--- src/rtl/mips_cpu_muldiv_pkg.sv ---
// Shared types and constants for the iterative MIPS multiply/divide unit.
// Contents: operation and FSM state enums, datapath widths, iteration count,
// and a magnitude helper used when latching signed operands.
package mips_cpu_muldiv_pkg;

    localparam int unsigned MULDIV_W     = 32;
    localparam int unsigned MULDIV_DW    = 2 * MULDIV_W;
    localparam int unsigned MULDIV_ITER  = 32;
    localparam int unsigned MULDIV_CNT_W = $clog2(MULDIV_ITER);

    typedef enum logic [1:0] {
        MULT  = 2'b00,
        MULTU = 2'b01,
        DIV   = 2'b10,
        DIVU  = 2'b11
    } muldiv_op_t;

    typedef enum logic [1:0] {
        IDLE = 2'b00,
        CALC = 2'b01,
        FIX  = 2'b10,
        DONE = 2'b11
    } muldiv_state_t;

    // Two's-complement magnitude; 32'h8000_0000 maps to itself, which is the
    // correct unsigned magnitude for the iterative datapath.
    function automatic logic [MULDIV_W-1:0] abs_w(input logic [MULDIV_W-1:0] x);
        return x[MULDIV_W-1] ? -x : x;
    endfunction

endpackage

--- src/rtl/mips_cpu_muldiv.sv ---
// Iterative MULT/MULTU/DIV/DIVU unit; sole writer of the HI/LO registers.
// Ports:
//   clk            rising-edge clock
//   reset          synchronous active-low reset
//   start          request, accepted in IDLE or DONE
//   op[1:0]        MULT/MULTU/DIV/DIVU, sampled with start
//   a[31:0]        multiplicand / dividend, sampled with start
//   b[31:0]        multiplier / divisor, sampled with start
//   busy           operation in progress (CALC, FIX)
//   done           one-cycle pulse, HI/LO write-enable
//   hi_out[31:0]   product[63:32] or remainder
//   lo_out[31:0]   product[31:0] or quotient
// Fixed 33-cycle latency from the accepting edge to done for every op.
module mips_cpu_muldiv
    import mips_cpu_muldiv_pkg::*;
(
    input  logic                clk,
    input  logic                reset,
    input  logic                start,
    input  logic [1:0]          op,
    input  logic [MULDIV_W-1:0] a,
    input  logic [MULDIV_W-1:0] b,
    output logic                busy,
    output logic                done,
    output logic [MULDIV_W-1:0] hi_out,
    output logic [MULDIV_W-1:0] lo_out
);

    localparam int unsigned W = MULDIV_W;

    muldiv_state_t           state_q, state_d;
    muldiv_op_t              op_q, op_d;
    logic [W-1:0]            opnd_q, opnd_d;
    logic [MULDIV_DW-1:0]    acc_q, acc_d;
    logic [MULDIV_CNT_W-1:0] cnt_q, cnt_d;
    logic                    neg_res_q, neg_res_d;
    logic                    neg_rem_q, neg_rem_d;
    logic                    busy_q, busy_d;
    logic                    done_q, done_d;
    logic [W-1:0]            hi_q, hi_d;
    logic [W-1:0]            lo_q, lo_d;

    logic                    accept;
    logic                    sgn_in;
    logic                    is_div;
    logic [W-1:0]            a_mag, b_mag;
    logic [W:0]              mul_sum, div_diff;
    logic [W-1:0]            quot, rem;

    assign accept = start && ((state_q == IDLE) || (state_q == DONE));
    assign sgn_in = ~op[0];
    assign is_div = (op_q == DIV) || (op_q == DIVU);
    assign a_mag  = sgn_in ? abs_w(a) : a;
    assign b_mag  = sgn_in ? abs_w(b) : b;

    // Multiply step: conditionally add the multiplicand into the upper half
    // (carry kept in bit W), then shift the whole accumulator right.
    assign mul_sum  = {1'b0, acc_q[MULDIV_DW-1:W]} + (acc_q[0] ? {1'b0, opnd_q} : '0);
    // Divide step: trial-subtract the divisor from the left-shifted remainder.
    assign div_diff = acc_q[MULDIV_DW-1:W-1] - {1'b0, opnd_q};
    assign quot     = acc_q[W-1:0];
    assign rem      = acc_q[MULDIV_DW-1:W];

    // State register and registered status outputs.
    always_ff @(posedge clk) begin
        if (!reset) begin
            state_q <= IDLE;
            busy_q  <= 1'b0;
            done_q  <= 1'b0;
        end else begin
            state_q <= state_d;
            busy_q  <= busy_d;
            done_q  <= done_d;
        end
    end

    // Next-state logic.
    always_comb begin
        state_d = state_q;
        case (state_q)
            IDLE:    if (start) state_d = CALC;
            CALC:    if (cnt_q == MULDIV_CNT_W'(MULDIV_ITER - 1)) state_d = FIX;
            FIX:     state_d = DONE;
            DONE:    state_d = start ? CALC : IDLE;
            default: state_d = IDLE;
        endcase
    end

    // Output decode from the upcoming state so busy/done come straight from flops.
    always_comb begin
        busy_d = 1'b0;
        done_d = 1'b0;
        case (state_d)
            CALC, FIX: busy_d = 1'b1;
            DONE:      done_d = 1'b1;
            default:   ;
        endcase
    end

    // Datapath next-state: operand latch, iteration, sign fix-up.
    always_comb begin
        op_d      = op_q;
        opnd_d    = opnd_q;
        acc_d     = acc_q;
        cnt_d     = cnt_q;
        neg_res_d = neg_res_q;
        neg_rem_d = neg_rem_q;
        hi_d      = hi_q;
        lo_d      = lo_q;
        if (accept) begin
            op_d      = muldiv_op_t'(op);
            neg_res_d = sgn_in & (a[W-1] ^ b[W-1]);
            neg_rem_d = sgn_in & a[W-1];
            cnt_d     = '0;
            // Divide keeps the divisor in opnd and the dividend in the low
            // half; multiply keeps the multiplicand in opnd, multiplier low.
            if (op[1]) begin
                opnd_d = b_mag;
                acc_d  = {{W{1'b0}}, a_mag};
            end else begin
                opnd_d = a_mag;
                acc_d  = {{W{1'b0}}, b_mag};
            end
        end else begin
            case (state_q)
                CALC: begin
                    cnt_d = cnt_q + MULDIV_CNT_W'(1);
                    if (is_div) begin
                        acc_d = div_diff[W] ? {acc_q[MULDIV_DW-2:0], 1'b0}
                                            : {div_diff[W-1:0], acc_q[W-2:0], 1'b1};
                    end else begin
                        acc_d = {mul_sum, acc_q[W-1:1]};
                    end
                end
                FIX: begin
                    if (is_div) begin
                        // Zero divisor yields all-ones quotient; the remainder
                        // path already reproduces the original dividend.
                        lo_d = (opnd_q == '0) ? '1 : (neg_res_q ? -quot : quot);
                        hi_d = neg_rem_q ? -rem : rem;
                    end else begin
                        {hi_d, lo_d} = neg_res_q ? -acc_q : acc_q;
                    end
                end
                default: ;
            endcase
        end
    end

    // Datapath registers.
    always_ff @(posedge clk) begin
        if (!reset) begin
            op_q      <= MULT;
            opnd_q    <= '0;
            acc_q     <= '0;
            cnt_q     <= '0;
            neg_res_q <= 1'b0;
            neg_rem_q <= 1'b0;
            hi_q      <= '0;
            lo_q      <= '0;
        end else begin
            op_q      <= op_d;
            opnd_q    <= opnd_d;
            acc_q     <= acc_d;
            cnt_q     <= cnt_d;
            neg_res_q <= neg_res_d;
            neg_rem_q <= neg_rem_d;
            hi_q      <= hi_d;
            lo_q      <= lo_d;
        end
    end

    assign busy   = busy_q;
    assign done   = done_q;
    assign hi_out = hi_q;
    assign lo_out = lo_q;

endmodule
--- config.mk ---
export PLATFORM = sky130hd
export DESIGN_NAME = mips_cpu_muldiv
export DESIGN_NICKNAME = d
export VERILOG_FILES = /design/src/rtl/mips_cpu_muldiv_pkg.sv /design/src/rtl/mips_cpu_muldiv.sv
export SDC_FILE = /design/constraint.sdc
export NUM_CORES = 1
export LEC_CHECK = 0
export CAP_MARGIN = 20
export CORE_MARGIN = 1
export CORE_UTILIZATION = 45
export CTS_CLUSTER_SIZE = 16
export DETAILED_ROUTE_END_ITERATION = 10
export GPL_ROUTABILITY_DRIVEN = 0
export PLACE_DENSITY = 0.68
export RECOVER_POWER = 25
export SLEW_MARGIN = 30
export SYNTH_ARGS = -nofsm -noshare
export SYNTH_HDL_FRONTEND = slang
export SYNTH_SLANG_ARGS = --single-unit
--- constraint.sdc ---
create_clock -name clk -period 3.5 [get_ports clk]
set_clock_uncertainty 0.15 [all_clocks]
set_input_delay 0.525 -clock clk [delete_from_list [all_inputs] [get_ports clk]]
set_output_delay 0.525 -clock clk [all_outputs]
set_load 0.03 [all_outputs]
---- After elaboration in Yosys (flattened, before gate mapping) ----
Cells that the tools add are included.
storage, ports and cells
  flip-flop bits (word level) ............. 173
  input port bits ......................... 69
  output and inout port bits .............. 66
cells by class
  add/subtract/negate cells ............... 8
  equal/unequal tests ..................... 9
  mux-type cells .......................... 23
  bitwise logic cells ..................... 6
  reductions and logical operators ........ 9
operators with widths
  operator               count
  $mux W32               12
  $mux W64               5
  $neg A32 Y32           4
  $neg A64 Y64           1
  $add A32 B32 Y33       1
  $sub A33 B32 Y33       1
  $logic_not A32 Y1      1
  $eq A2 B2 Y1 const B   6
  $pmux W2 S4            1
  $add A5 B1 Y5 const B  1
  $eq A5 B5 Y1 const B   1
  $eq A2 B1 Y1 const B   2
  $mux W2                2
  $reduce_or A2 Y1       2
  $mux W1                3
  $not A1 Y1             3
  $and A1 B1 Y1          2
  $logic_not A2 Y1       1
  $logic_or A1 B1 Y1     2
  $reduce_and A2 Y1      1
  $reduce_bool A2 Y1     1
  $logic_and A1 B1 Y1    1
  $xor A1 B1 Y1          1

---- Depth between registers and ports, before layout ----
  word-level depth ........................ 6
  mapped depth ............................ 15
  mapped depth without buffers ............ 14

---- Worst setup path after synthesis ----
No wires, ideal clock.
  path type ............................... flip-flop to flip-flop
  start point ............................. register acc_q[0]
  end point ............................... register acc_q[56]
  library setup time ...................... 0.117 ns
  arrival ................................. 3.107 ns
  data required time ...................... 3.233 ns
  setup slack ............................. 0.125 ns
  stages on the path, launching flop included .. 15
  period minus slack after synthesis ...... 3.375 ns
  cell sequence ........................... dfxtp_1 -> inv_1 -> buf_1 -> nor2_1 -> ha_1 -> o21ai_0 -> o21ai_0 -> a21o_1 -> a221o_1 -> a21boi_0 -> o21ai_0 -> a21boi_0 -> nor2_1 -> mux2i_1 -> a32o_1
between the ends
  longest elaborated chain between the ends .. 5
RTL lines
  what                      line                    source
  start: declaration        mips_cpu_muldiv.sv:34   logic [MULDIV_DW-1:0] acc_q, acc_d;
  start signal: assignment  mips_cpu_muldiv.sv:155  acc_q <= '0;
  start signal: assignment  mips_cpu_muldiv.sv:164  acc_q <= acc_d;
  $mux W32                  mips_cpu_muldiv.sv:58   assign mul_sum = {1'b0, acc_q[MULDIV_DW-1:W]} + (acc_q[0] ? {1'b0, opnd_q} : '0);
  $add A32 B32 Y33          mips_cpu_muldiv.sv:58
  $mux W64                  mips_cpu_muldiv.sv:128  if (is_div) begin
  $mux W64                  mips_cpu_muldiv.sv:125  case (state_q)
  $mux W64                  mips_cpu_muldiv.sv:110  if (accept) begin
Every way passes these cells. The select of a mux whose other input is x is not followed.
A chain may end at the register's enable or synchronous reset.

---- Final worst setup path ----
  start point ............................. register acc_q[9]
  end point ............................... register hi_q[16] (netlist: hi_out[16])
between the ends
  longest elaborated chain between the ends .. 3
RTL lines
  what                    line                    source
  $neg A64 Y64            mips_cpu_muldiv.sv:142  {hi_d, lo_d} = neg_res_q ? -acc_q : acc_q;
  $mux W64                mips_cpu_muldiv.sv:142
  $mux W32                mips_cpu_muldiv.sv:136  if (is_div) begin
  end signal: assignment  mips_cpu_muldiv.sv:168  hi_q <= hi_d;
  end: declaration        mips_cpu_muldiv.sv:40   logic [W-1:0] hi_q, hi_d;
Every way passes these cells.

==> metrics <==
Core Area 30,700 µm²; Clock Sinks 172; Layout fillers 2,909; Vias 15,200; port bufs 134; kind of cell adding the most delay to the critical path simple AND/OR/NAND/NOR gates; most frequent cells in the layout 243 x nor2_1, 229 x a21oi_1, 179 x nand2_1; diode count 0; Tmin final 3.39 ns; clock latency on the worst-skew pair 0.46 ns; Internal 4.20 mW; IO Pins 135; Final Hold Fails 0; Async SR Flop Fraction 0%; crit-path max FO 7; Post-Synthesis Cell Area 14,100 µm²; M2 GR Usage 47.3%; cell area after layout 17,200 µm²; adder-cell area share of the yosys netlist 6.95%; layout cells sized above 1 10.9%; CTS H-Tree Depth 4; grt met1 use 41.0%; status finished clean; Peak Freq 295 MHz; Layout Utilization 56.2%; die area 32,000 µm²; sw frac 38.8%; CP Data Required Time 3.68 ns; Slew @ Worst Pin 0.908 ns; Pleak 6.99 nW; Seq/Total Area, Yosys 24.5%; Syn Nets 2,099; Synth Area in XOR/XNOR 10.8%; area of the multi-input gates 10,100 µm²; cell count after placement 2,489; post-route antenna net violation count 0; Period Utilization, post-route 96.7%; Avg WL per Cell 19.2 µm; Total Nets Final 2,262; Top FF cell, synth dfxtp_1; Synth Register Bits 172; Post-CTS Hold Fix Bufs 0; largest net degree at the start of global routing 86; met3 Use GR 3.92%; Worst setup EP type flop; synth-to-layout area growth 22.5%; DRT iter0 DRCs 1,622; WL final 48,400 µm; CTS Buf Count 17; CP arrival 3.57 ns; num rows 64; busiest grt layer met2; clk slew on worst S/H paths 0.07 ns; simple-gate area share of the yosys netlist 21.0%; CTS Root Cell clkbuf_16; Critical-path top delay cell or4_4; Die Ht 179 µm; Clock Power Share 29.3%; die width 179 µm; initial core utilization 45.9%; most common cell after layout, fill and taps aside nor2_1; initial antenna violation count 0; Logic pwr share 38.5%; Synth Area in Compound Gates 28.3%; FF+latch area 3450 µm²; sequential fraction of design power 32.2%; fin cells 2,523; Total GRT Usage 30.2%; vias in the first global route 13,800; total power 6.87 mW; main combinational cell family by area after synthesis compound AO/OA/AOI/OAI gates; number of flops mapped to enable cells by yosys 0; CP Launch Type flop; final setup fails 0; Max VDD drop 402 µV; RSZ-0062 raised after global routing true; buffers and inverters on the worst path 0; Residual DRC 0; Clock Path Buffers 2; number of iterations in the first detailed-routing pass 7; PwrDens 398 nW/µm²; Placed Area 16,400 µm²; Crit Path Class reg -> reg; CP peak stage delay 0.55 ns; Worst Hold Class reg -> reg; mux cell area share after synthesis 3.14%; TritonCTS clock tree built; worst relative slew slack 39.5%; vias per cell 6.02; cell count after synthesis 1,953; Post-Route Setup TNS 0 ns; total grt overflow 0; Max Cap Violations 0; Yosys cell types 77; first-pass GRT wire length 75,100 µm; net switching power 2.66 mW; Slew Limit Fails 0; Syn Area/Cell 7.20 µm²; crit path cell chain or4_4 > or4_4 > nor4_4 > nand3_1 > nor2_1 > nor2_1 > o41ai_1 > xor2_1 > a21oi_1; Synth warnings 0; hpwl dp 37,300 µm
flip-flops by register name, summed over array words and instances (netlist names):
signal and count:
done 1, busy 1, state_q 2, neg_rem_q 1, cnt_q 5, acc_q 64
neg_res_q 1, op_q 1, hi_out 32, lo_out 32, opnd_q 32
worst register-to-register path, cell delays in order (launching register included):
cell     delay, ns
dfxtp_1       0.31
or4_4         0.55
or4_4         0.47
nor4_4        0.28
nand3_1       0.34
nor2_1        0.18
nor2_1        0.11
o41ai_1       0.39
xor2_1        0.36
a21oi_1       0.11
routing by layer:
layer	wire, µm	part of all wire (%)	up-vias
met5	0	0	-
met4	2070	4.3	0
met3	3570	7.4	115
met2	21400	44	681
met1	21400	44	7062
li1	-	-	7320
area by class of cell:
type                    instances  area share [%]
flip-flops and latches        172            20.0
inverters                      60            1.35
clock inverters                13           0.929
clock buffers                  17            2.47
repair buffers                265            13.8
multi-input cells            1600            58.6
well taps                     396            2.87
cell usage after synthesis (18+ instances only):
cell / number / area share [%]
nor2_1: 245 / 6.5
a21oi_1: 234 / 8.3
nand2_1: 182 / 4.9
o21ai_0: 180 / 6.4
dfxtp_1: 172 / 24
xor2_1: 95 / 5.9
clkbuf_1: 94 / 2.5
xnor2_1: 79 / 4.9
ha_1: 75 / 6.7
a211oi_1: 60 / 3.2
inv_1: 57 / 1.5
o211ai_1: 45 / 2.4
mux2i_1: 43 / 3.1
nor3_1: 43 / 1.5
a21o_1: 30 / 1.6
nand3_1: 30 / 1.1
nor4_1: 24 / 1.1
o31ai_1: 19 / 1.0
buf_1: 18 / 0.48
logic make-up after synthesis:
| family | count (synthesis) |
|---|---|
| adders and majority gates | 77 |
| and+or+nand+nor | 643 |
| muxes | 44 |
| buffers and inverters | 181 |
| AOI/OAI and AO/OA | 662 |
| xor gates and xnor gates | 174 |
| DFF | 172 |
power by group through the flow:
stage	Clock, mW	Sequential, mW	Combinational, mW
final	2.01	2.21	2.65
after global routing	2.08	2.22	2.86
after CTS	2.01	2.20	2.53
after detailed placement	0	2.25	2.51
after global placement	0	2.24	2.47
after floorplan	0	2.21	1.65
through the flow:
step	setup slack, ns	hold WS (ns)
floorplan	0.125	0.282
global placement	-0.214	0.291
detailed placement	-0.185	0.299
CTS	0.0503	0.306
global route	-0.0241	0.325
finish	0.114	0.308
repair_timing:
action | in CTS | in global routing
endpoints found under the hold margin | 0 | 0
setup buffers | 0 | 4
setup endpoints to repair | 0 | 29
resized for setup | 0 | 48
final timing paths:
| check | startpoint | to | slack, ns | cells past startpoint |
|---|---|---|---|---|
| max | acc_q[9] | hi_out[16] | 0.11 | 9 |
| min | opnd_q[5] | opnd_q[5] | 0.31 | 2 |
| max reg2reg | acc_q[9] | hi_out[16] | 0.11 | 9 |
| min reg2reg | opnd_q[5] | opnd_q[5] | 0.31 | 2 |
Power figures use the tool's default switching activity.
